<file path="config.mk">
export PLATFORM = sky130hd
export DESIGN_NAME = ttl_counter_sequencer
export DESIGN_NICKNAME = d
export VERILOG_FILES = /design/src/rtl/ttl_counter_sequencer.sv
export SDC_FILE = /design/constraint.sdc
export NUM_CORES = 1
export LEC_CHECK = 0
export ABC_AREA = 1
export CORE_MARGIN = 5
export CORE_UTILIZATION = 33
export CTS_BUF_LIST = sky130_fd_sc_hd__clkbuf_8
export CTS_CLUSTER_SIZE = 20
export DETAILED_ROUTE_END_ITERATION = 16
export HOLD_SLACK_MARGIN = 0.02
export PLACE_DENSITY = 0.64
export SYNTH_ARGS = -nofsm -noshare
export SYNTH_HDL_FRONTEND = slang
export SYNTH_SLANG_ARGS = --single-unit
</file>
<file path="constraint.sdc">
create_clock -name clk -period 4.3 [get_ports clk]
set_input_delay 0.645 -clock clk [delete_from_list [all_inputs] [get_ports clk]]
set_output_delay 0.645 -clock clk [all_outputs]
set_load 0.02 [all_outputs]
</file>
<file path="src/rtl/ttl_counter_sequencer.sv">
// rtl/ttl_counter_sequencer.sv - one-shot/periodic divide-by-N sequencer driving a 74x461-style counter
// Optional sticky expiry interrupt compiled in with TTL_SEQ_IRQ_EN.
module ttl_counter_sequencer #(
    parameter int WIDTH = 8
) (
    input  logic             clk,
    input  logic             RST_n,
    input  logic             start,
    input  logic             stop,
    input  logic             oneshot,
    input  logic             tick_en,
    input  logic [WIDTH-1:0] period,
    input  logic             CO_n,
    input  logic             irq_ack,
    output logic             m1,
    output logic             m0,
    output logic             CI_n,
    output logic [WIDTH-1:0] D,
    output logic             busy,
    output logic             tc,
    output logic             irq
);

    typedef enum logic {
        IDLE = 1'b0,
        RUN  = 1'b1
    } state_t;

    localparam logic [1:0] MODE_CLEAR = 2'b00;
    localparam logic [1:0] MODE_HOLD  = 2'b01;
    localparam logic [1:0] MODE_LOAD  = 2'b10;
    localparam logic [1:0] MODE_COUNT = 2'b11;

    state_t           state;
    logic [WIDTH-1:0] period_r;
    logic             oneshot_r;

    logic [1:0]       mode;
    logic             ci_n_c;
    logic             tc_c;
    logic             load_req;
    logic             go_idle;
    logic [WIDTH-1:0] preset_src;

    // Mealy decode: CO_n reaches the mode pins with no register in between,
    // so the reload/clear lands on the same edge as the terminal tick.
    always_comb begin
        mode     = MODE_HOLD;
        ci_n_c   = 1'b1;
        tc_c     = 1'b0;
        load_req = 1'b0;
        go_idle  = 1'b0;
        if (!RST_n) begin
            mode = MODE_CLEAR;
        end else if (stop) begin
            mode    = MODE_CLEAR;
            go_idle = 1'b1;
        end else if (start) begin
            if (period != '0) begin
                mode     = MODE_LOAD;
                load_req = 1'b1;
            end else if (state == RUN) begin
                mode    = MODE_CLEAR;
                go_idle = 1'b1;
            end
        end else if (state == RUN) begin
            if (tick_en && !CO_n) begin
                tc_c = 1'b1;
                if (oneshot_r) begin
                    mode    = MODE_CLEAR;
                    go_idle = 1'b1;
                end else begin
                    mode = MODE_LOAD;
                end
            end else begin
                mode   = MODE_COUNT;
                ci_n_c = !tick_en;
            end
        end
    end

    always_ff @(posedge clk or negedge RST_n) begin
        if (!RST_n) begin
            state     <= IDLE;
            period_r  <= '0;
            oneshot_r <= 1'b0;
        end else if (load_req) begin
            state     <= RUN;
            period_r  <= period;
            oneshot_r <= oneshot;
        end else if (go_idle) begin
            state <= IDLE;
        end
    end

    // Preset is the two's complement of N so the counter hits all ones after N-1 ticks.
    assign preset_src = ((state == IDLE) || start) ? period : period_r;
    assign D          = '0 - preset_src;

    assign m1   = mode[1];
    assign m0   = mode[0];
    assign CI_n = ci_n_c;
    assign tc   = tc_c;
    assign busy = (state == RUN);

`ifdef TTL_SEQ_IRQ_EN
    always_ff @(posedge clk or negedge RST_n) begin
        if (!RST_n) begin
            irq <= 1'b0;
        end else if (tc_c) begin
            irq <= 1'b1;
        end else if (irq_ack) begin
            irq <= 1'b0;
        end
    end
`else
    logic unused_irq_ack;
    assign unused_irq_ack = irq_ack;
    assign irq            = 1'b0;
`endif

endmodule

</file>
==> results of run 1 <==
power breakdown:
| part | total [W] | switching (W) | internal (W) |
|---|---|---|---|
| clock | 0.000122 | 0.0000413 | 0.0000809 |
| combinational | 0.000154 | 0.0000859 | 0.0000679 |
| sequential | 0.000121 | 0.0000119 | 0.000109 |
how the worst max path moves through the flow:
stage / slack, ns / end / cells after the start / start
CTS: 0.85 / D[4] / 10 / start
detailed placement: 0.86 / D[4] / 10 / start
floorplan: 1.98 / D[4] / 7 / start
global placement: 0.89 / D[4] / 10 / start
global route: 0.70 / D[4] / 10 / start
finish: 0.85 / D[4] / 10 / start
flip-flops by register name, indices dropped and copies added (netlist names):
register,flops
busy,1
oneshot_r,1
period_r,8
cell usage in the layout, fill, tap and decap left out, types with 4 or more instances in the layout:
| cell type | count |
|---|---|
| nand3_1 | 10 |
| nor2_1 | 4 |
| inv_2 | 4 |
| clkbuf_8 | 4 |
| nand2_1 | 54 |
| clkdlybuf4s50_1 | 27 |
| dfrtp_1 | 10 |
| inv_1 | 19 |
| nand4_1 | 11 |
stage by stage:
stage	worst slack, ns	cells
2_1_floorplan	1.98	145
3_5_place_dp	0.856	199
4_1_cts	0.847	203
6_report	0.852	203
3_3_place_gp	0.894	199
5_1_grt	0.704	203
routing by layer:
| metal | vias to the layer above | routed length [um] |
|---|---|---|
| met5 | - | 0 |
| met4 | 0 | 38 |
| met3 | 4 | 124 |
| met2 | 22 | 1180 |
| met1 | 457 | 1050 |
| li1 | 504 | - |
cell families (layout without fill, tap and decap cells):
group	Yosys count	after routing	share of synthesized area, %
AO/OA/AOI/OAI	4	4	2.74
XOR/XNOR	3	3	2.88
adder cells (fa/ha/maj)	1	1	1.37
buffers and inverters	30	57	14.1
flip-flops	10	10	27.4
other	1	1	0.411
AND/OR/NAND/NOR	96	96	51.0
final cells by class:
type,instances,area [sq um]
sequential,10,250
fill,305,1450
tap,31,38.8
timing repair buffer,30,293
clock buffer,4,55.1
multi-input combinational,105,533
inverter,23,86.3
tightest hold or removal path, cell delays in order, from the launching register on:
cell     delay, ns
dfrtp_1       0.33
nand2_1       0.05
nand2_1       0.05
==> out/results.ini, run 1 <==
[floorplan]
io_pins=30
dieArea_sq_um=3920
std_cell_rows=19
start_util_pct=33.7
core_sq_um=2710
die_y_um=62.6
die_x_um=62.6

[worst_hold_path]
hold_depth=2
hp-class=reg -> reg
hold_start=oneshot_r
min_to=oneshot_r

[worst_setup_path]
crit_top_cell=nand2_1
r2r-start=busy
cp_num_buf_inv=3
rrSetupSlack_ns=3.13
crit_path_max_incr_delay_ns=0.61
r2r-end=busy
critical_path_class=in -> out
arrival_ns=2.80
crit_required_ns=3.65
critPathCaptureType=primary output
path_cells=clkdlybuf4s50_1, inv_2, nand2_4, nand2_1, nand2_1, ha_1, nand2_1, nor2_1, xor2_1, clkdlybuf4s50_1
r2r_cells=4
crit_family=buffers and inverters
critPathLaunchType=primary input
slowest_stage=clkdlybuf4s50_1
critPathMaxFanout=13

[drt]
vias=987
final_antenna_net_count=0
dr.pass1.iters=4
wl_per_cell_um=11.8
vias_per_cell=4.86
routed_wl_um=2390
drtIter0Drc=37
remaining_drc_errors=0

[grt]
grt_overflow=0
met1_usage_pct=15.9
grt_pass1_vias=903
top_usage_layer=met2
grt_util_all_layers_pct=12.7
antenna_found_initial=0
met2_usage_pct=19.8
use_met3_pct=3.42
grt_max_degree=14
grt_pass1_wl_um=4100

[synthesis]
synth_top_area_share_pct=27.4
synth_seq_area_share_pct=27.4
synth_fp_nets=162
synth-edff-count=0
synth_common_cells=54 x nand2_1, 19 x inv_1, 11 x nand4_1, 10 x dfrtp_1, 10 x nand3_1
netlist_instances=145
syn_avg_cell_area_sq_um=6.29
async_reset_ff_share_pct=100
synth-main-ff-cell=dfrtp_1
synth_top_cell_by_area=dfrtp_1
synth.ff_latch_count=10
syn-cell-area_sq_um=912
synth_area_leaders=dfrtp_1 27%, nand2_1 22%, inv_1 7.8%
synth_cell_type_count=26
yosysWarnings=0
synth.most_common_cell=nand2_1

[power_and_ir_drop]
p_per_area_nw_per_um2=316
p_leak_nw=0.662
ir_drop_v=0.000195
total_power_w=0.000397

[sta]
drv_slew=0
min_period_ns=3.45
finClkSkew_ns=0.000196
finalSetupViolCount=0
holdWs_ns=0.462
rsz0062_at_grt=no
fmax_ghz=0.290
finalCritPeriodShare_pct=80.2
hold_violations=0
setup_tns_ns=0

[cells_and_area]
finalInstanceArea_sq_um=1260
fin_nets=190
antennaDiodeCount=0
final_core_util_pct=46.4
syn_to_final_growth_pct=37.7
drive_above_1_share_pct=12.8

[outcome]
status=completed

[place]
globalplace.congestion=0.845
placed_area_sq_um=1200
hpwl_um=1850
io_buffers=27

[clock_tree]
cts_buffers=3
clockRootBuffer=clkbuf_8
cts_tree=done
cts.sinks=10
clockBufferDepth=2
cts_hold_buf=0
cts_setup_buffers=0
cts_resized=0
clk_latency_ns=0.24
cts_max_level=1
clkSlewWorstSetupHoldPaths_ns=0.05

[flow_run]
maxCapViolations=0

Note: power is estimated with default switching activity, not from simulation.
==> inputs of run 2 (changes only) <==
==> constraint.sdc (replaced) <==
create_clock -name clk -period 3.2 [get_ports clk]
set_input_delay 0.48 -clock clk [delete_from_list [all_inputs] [get_ports clk]]
set_output_delay 0.48 -clock clk [all_outputs]
set_load 0.02 [all_outputs]
==> run 2 against run 1 <==
Effect of this change: sequential power rose by 36%; total power grew 34%; core utilization grew 0.65 points; cell count is 0.99% higher; critical path depth unchanged; worst hold slack better by 0.0077 ns; flip-flop and latch count unchanged; die area is the same; non-clock buffer count grew 2; count of clock-buffer cells in the layout unchanged; critical path type unchanged; via count down 2.3%; register-to-register slack got worse by 1.1 ns.
==> out/results.ini, run 2 (synthesis gave the netlist of run 1 again) <==
[grt]
grt_pass1_vias=952  ; was 903
grt_overflow=0  ; unchanged
grt_pass1_wl_um=4280  ; was 4100 um
grt_util_all_layers_pct=13.4  ; was 12.7%
grt_max_degree=13  ; was 14
antenna_found_initial=0  ; unchanged

[worst_setup_path]
critical_path_class=in -> out  ; unchanged
crit_path_max_incr_delay_ns=0.60  ; was 0.61 ns
r2r-start=busy  ; unchanged
arrival_ns=2.51  ; was 2.80 ns
slowest_stage=clkdlybuf4s50_1  ; unchanged
crit_family=buffers and inverters  ; unchanged
critPathLaunchType=primary input  ; unchanged
critPathMaxFanout=12  ; was 13
critPathCaptureType=primary output  ; unchanged
crit_required_ns=2.72  ; was 3.65 ns
r2r_cells=4  ; unchanged
rrSetupSlack_ns=2.01  ; was 3.13 ns
crit_top_cell=nand2_1  ; unchanged
r2r-end=busy  ; unchanged
cp_num_buf_inv=3  ; unchanged
path_cells=clkdlybuf4s50_1, buf_4, nor2_2, nand2_1, nand2_1, nand2_1, nor2_2, nand3_1, nand2_1, clkdlybuf4s50_1  ; was clkdlybuf4s50_1, inv_2, nand2_4, nand2_1, nand2_1, ha_1, nand2_1, nor2_1, xor2_1, clkdlybuf4s50_1

[floorplan]
core_sq_um=2710  ; unchanged
start_util_pct=33.7  ; unchanged
dieArea_sq_um=3920  ; unchanged
die_x_um=62.6  ; unchanged
std_cell_rows=19  ; unchanged
die_y_um=62.6  ; unchanged
io_pins=30  ; unchanged

[clock_tree]
clkSlewWorstSetupHoldPaths_ns=0.05  ; about the same
cts_tree=done  ; unchanged
cts_setup_buffers=0  ; unchanged
cts_resized=0  ; unchanged
cts_buffers=3  ; unchanged
clockBufferDepth=2  ; unchanged
cts_max_level=1  ; unchanged
cts_hold_buf=0  ; unchanged
cts.sinks=10  ; unchanged
clk_latency_ns=0.24  ; about the same
clockRootBuffer=clkbuf_8  ; unchanged

[place]
place_inst=201  ; was 199
globalplace.congestion=0.825  ; was 0.845
io_buffers=27  ; unchanged
hpwl_um=1920  ; was 1850 um

[power_and_ir_drop]
p_per_area_nw_per_um2=417  ; was 316 nW/um^2
ir_drop_v=0.000306  ; was 0.000195 V
total_power_w=0.000531  ; was 0.000397 W
p_leak_nw=0.679  ; was 0.662 nW

[sta]
setup_tns_ns=0  ; unchanged
holdWs_ns=0.470  ; was 0.462 ns
min_period_ns=2.99
drv_slew=0  ; unchanged
fmax_ghz=0.334
finClkSkew_ns=0.000217  ; was 0.000196 ns
finalCritPeriodShare_pct=93.5
rsz0062_at_grt=no  ; unchanged
hold_violations=0  ; unchanged
finalSetupViolCount=0  ; unchanged

[worst_hold_path]
hold_start=period_r[7]  ; was oneshot_r
hold_depth=2  ; unchanged
hp-class=reg -> reg  ; unchanged
min_to=period_r[7]  ; was oneshot_r

[drt]
wl_per_cell_um=11.6  ; was 11.8 um
vias=964  ; was 987
remaining_drc_errors=0  ; unchanged
routed_wl_um=2370  ; was 2390 um
dr.pass1.iters=4  ; unchanged
drtIter0Drc=64  ; was 37
final_antenna_net_count=0  ; unchanged
vias_per_cell=4.70  ; was 4.86

[cells_and_area]
largest_reg_flops=8  ; unchanged
final_core_util_pct=47.0  ; was 46.4%
final_common_cell=nand2_1  ; unchanged
syn_to_final_growth_pct=39.6  ; was 37.7%
antennaDiodeCount=0  ; unchanged
fin_nets=192  ; was 190
final_cell_mix=54 x nand2_1, 26 x clkdlybuf4s50_1, 19 x inv_1, 11 x nand4_1  ; was 54 x nand2_1, 27 x clkdlybuf4s50_1, 19 x inv_1, 11 x nand4_1
fillers=302  ; was 305
drive_above_1_share_pct=13.8  ; was 12.8%
fin_cells=205  ; was 203
regMostFlops=period_r  ; unchanged

[outcome]
status=completed  ; unchanged

[flow_run]
maxCapViolations=0  ; unchanged

[run 2: changes by cell type in the layout (fill, tap and decap cells not counted), sizes merged]
cell and change:
buf +2, clkdlybuf4s50 -1, dlymetal6s2s +1
[run 2: cell type report]
type / count / area [sq um] / area share [%]
Multi-Input combinational cell: 105 / 533 / 41.8
Timing Repair Buffer: 32 / 310 / 24.4
Sequential cell: 10 / 250 / 19.6
Inverter: 23 / 86.3 / 6.78
Clock buffer: 4 / 55.1 / 4.32
Tap cell: 31 / 38.8 / 3.05
[run 2: metal layers]
metal | wire [um] | global-route usage (%)
met5 | 0 | 0
met4 | 17 | 6.37
met2 | 1080 | 20.2
met3 | 155 | 3.42
met1 | 1120 | 17.7
[run 2: through the flow]
step	cell area, sq um	worst slack [ns]
detailed placement	1220	0.165
CTS	1270	0.153
finish	1270	0.207
floorplan	912	1.14
global route	1270	0.0467
global placement	1220	0.210
[run 2: report_power, final]
group / internal [W] / switching (W) / total (W)
clock network: 0.000108 / 0.0000516 / 0.000160
logic: 0.0000921 / 0.000115 / 0.000207
registers: 0.000147 / 0.0000176 / 0.000164
total: 0.000347 / 0.000184 / 0.000531
[run 2: worst max-delay path by stage]
stage,startpoint,to,slack [ns],cells after the start
finish,start,D[7],0.21,10
global route,start,D[5],0.05,10
CTS,start,D[4],0.15,10
detailed placement,start,D[4],0.16,10
global placement,start,D[4],0.21,10
floorplan,busy,D[4],1.14,8
[run 2: worst reg2reg max path, stage by stage (launching register included)]
cell and delay (ns):
dfrtp_1 0.60, inv_2 0.09, nor2_2 0.24, nand3b_1 0.11
nand3_1 0.09
==> inputs of run 3 (changes only) <==
--- a/config.mk
+++ b/config.mk
@@ -8,7 +8,7 @@
 export ABC_AREA = 1
 export CORE_MARGIN = 5
 export CORE_UTILIZATION = 33
-export CTS_BUF_LIST = sky130_fd_sc_hd__clkbuf_8
+export CTS_BUF_LIST = sky130_fd_sc_hd__clkbuf_16
 export CTS_CLUSTER_SIZE = 20
 export DETAILED_ROUTE_END_ITERATION = 16
 export HOLD_SLACK_MARGIN = 0.02
==> run 3 against run 2 <==
Effect of this change: register-to-register slack about the same; cell area up 1.9%; count of clock-buffer cells in the layout fell by 1; critical path depth unchanged; sequential share of layout area decreased by 0.36 points; non-clock buffer count is the same; first-iteration DRC count decreased by 19%; sequential power about the same; maximum frequency up 0.17%.
==> out/results.ini, run 3 (synthesis gave the netlist of run 1 again) <==
[floorplan]
die_y_um=62.6  ; unchanged
start_util_pct=33.7  ; unchanged
io_pins=30  ; unchanged
die_x_um=62.6  ; unchanged
std_cell_rows=19  ; unchanged
dieArea_sq_um=3920  ; unchanged
core_sq_um=2710  ; unchanged

[worst_setup_path]
critPathMaxFanout=12  ; unchanged
startpoint=start  ; unchanged
crit_required_ns=2.72  ; about the same
r2r_cells=4  ; unchanged
critPathCaptureType=primary output  ; unchanged
critPathLaunchType=primary input  ; unchanged
arrival_ns=2.51  ; about the same
critical_path_class=in -> out  ; unchanged
r2r-start=busy  ; unchanged

[sta]
fmax_ghz=0.335  ; was 0.334 GHz
rsz0062_at_grt=no  ; unchanged
finalSetupViolCount=0  ; unchanged
setup_tns_ns=0  ; unchanged
hold_violations=0  ; unchanged
drv_slew=0  ; unchanged
finClkSkew_ns=0.000195  ; was 0.000217 ns
finalCritPeriodShare_pct=93.4  ; was 93.5%
min_period_ns=2.99  ; about the same
fin_ws_ns=0.212  ; was 0.207 ns

[power_and_ir_drop]
ir_drop_v=0.000320  ; was 0.000306 V
p_leak_nw=0.689  ; was 0.679 nW
p_per_area_nw_per_um2=456  ; was 417 nW/um^2
total_power_w=0.000592  ; was 0.000531 W

[cells_and_area]
final_common_cell=nand2_1  ; unchanged
drive_above_1_share_pct=13.2  ; was 13.8%
multiInputGateArea_sq_um=533  ; unchanged
final_cell_mix=54 x nand2_1, 26 x clkdlybuf4s50_1, 19 x inv_1, 11 x nand4_1  ; unchanged
antennaDiodeCount=0  ; unchanged
largest_reg_flops=8  ; unchanged
fin_cells=205  ; unchanged
syn_to_final_growth_pct=42.2  ; was 39.6%
fin_nets=192  ; unchanged
regMostFlops=period_r  ; unchanged
finalInstanceArea_sq_um=1300  ; was 1270 sq um
fillers=303  ; was 302
ff_latch_area_sq_um=250  ; unchanged

[grt]
antenna_found_initial=0  ; unchanged
grt_pass1_vias=946  ; was 952
grt_pass1_wl_um=4260  ; was 4280 um
grt_overflow=0  ; unchanged
grt_util_all_layers_pct=13.3  ; was 13.4%
grt_max_degree=13  ; unchanged

[outcome]
status=completed  ; unchanged

[place]
hpwl_um=1920  ; unchanged
placed_area_sq_um=1220  ; unchanged
place_inst=201  ; unchanged
pre_cts_ws_ns=0.165  ; unchanged
io_buffers=27  ; unchanged
globalplace.congestion=0.825  ; unchanged

[drt]
dr.pass1.iters=4  ; unchanged
routed_wl_um=2380  ; was 2370 um
wl_per_cell_um=11.6  ; about the same
vias_per_cell=4.74  ; was 4.70
drtIter0Drc=52  ; was 64
remaining_drc_errors=0  ; unchanged
final_antenna_net_count=0  ; unchanged
vias=971  ; was 964

[clock_tree]
cts_buffers=3  ; unchanged
cts_setup_buffers=0  ; unchanged
clockRootBuffer=clkbuf_16  ; was clkbuf_8
clockBufferDepth=2  ; unchanged
clk_latency_ns=0.24  ; about the same
cts.sinks=10  ; unchanged
cts_max_level=1  ; unchanged
cts_tree=done  ; unchanged
clkSlewWorstSetupHoldPaths_ns=0.04  ; was 0.05 ns

[worst_hold_path]
hold_start=period_r[7]  ; unchanged
hold_depth=2  ; unchanged
hp-class=reg -> reg  ; unchanged

[flow_run]
maxCapViolations=0  ; unchanged

-- run 3: cell count changes in the layout (fill, tap and decap cells not counted), sizes merged --
cell    previous run  this run
clkbuf             4         3
clkinv             0         1
-- run 3: repair_timing --
item / in CTS / in global routing
hold buffers: 0 / 0
endpoints found under the setup margin: 0 / 1
gates resized for setup: 0 / 1
-- run 3: worst max-delay path, cell delays in order --
cell and delay [ns]:
clkdlybuf4s50_1 0.44, buf_4 0.20, nor2_2 0.26, nand2_1 0.08
nand2_1 0.11, nand2_1 0.09, nor2_2 0.10, nand3_1 0.07
nand2_1 0.07, clkdlybuf4s50_1 0.60
-- run 3: through the flow --
step | hold WS (ns) | util (%)
floorplan | 0.184 | -
global placement | 0.447 | 44.9
detailed placement | 0.461 | 44.9
CTS | 0.472 | 47.8
global route | 0.501 | 47.9
finish | 0.467 | 47.9
-- run 3: layout make-up --
class,count,share of cell area [%]
clock inverter,1,0.289
tap,31,2.99
clock buffer,3,5.79
multi-input combinational,105,41.1
inverter,23,6.65
sequential,10,19.3
timing repair buffer,32,23.9
-- run 3: path summary, 6_finish.rpt --
path | endpoint | slack [ns]
max reg2reg | busy | 2.01
min reg2reg | period_r[7] | 0.47
min in group asynchronous | period_r[1] | 0.59
max | D[7] | 0.21
max in group asynchronous | period_r[5] | 2.46
min | period_r[7] | 0.47
-- run 3: layer usage --
layer | GRT usage (%) | up-vias | wire [um]
li1 | - | 513 | -
met4 | 6.37 | 0 | 17
met1 | 17.5 | 432 | 1100
met2 | 20.2 | 24 | 1110
met3 | 3.42 | 2 | 156
met5 | 0 | - | 0
-- run 3: report_power, final --
part	internal (W)	total (W)	switching [W]
combinational	0.0000921	0.000207	0.000115
clock	0.000164	0.000220	0.0000564
sequential	0.000147	0.000165	0.0000178
total	0.000403	0.000592	0.000189
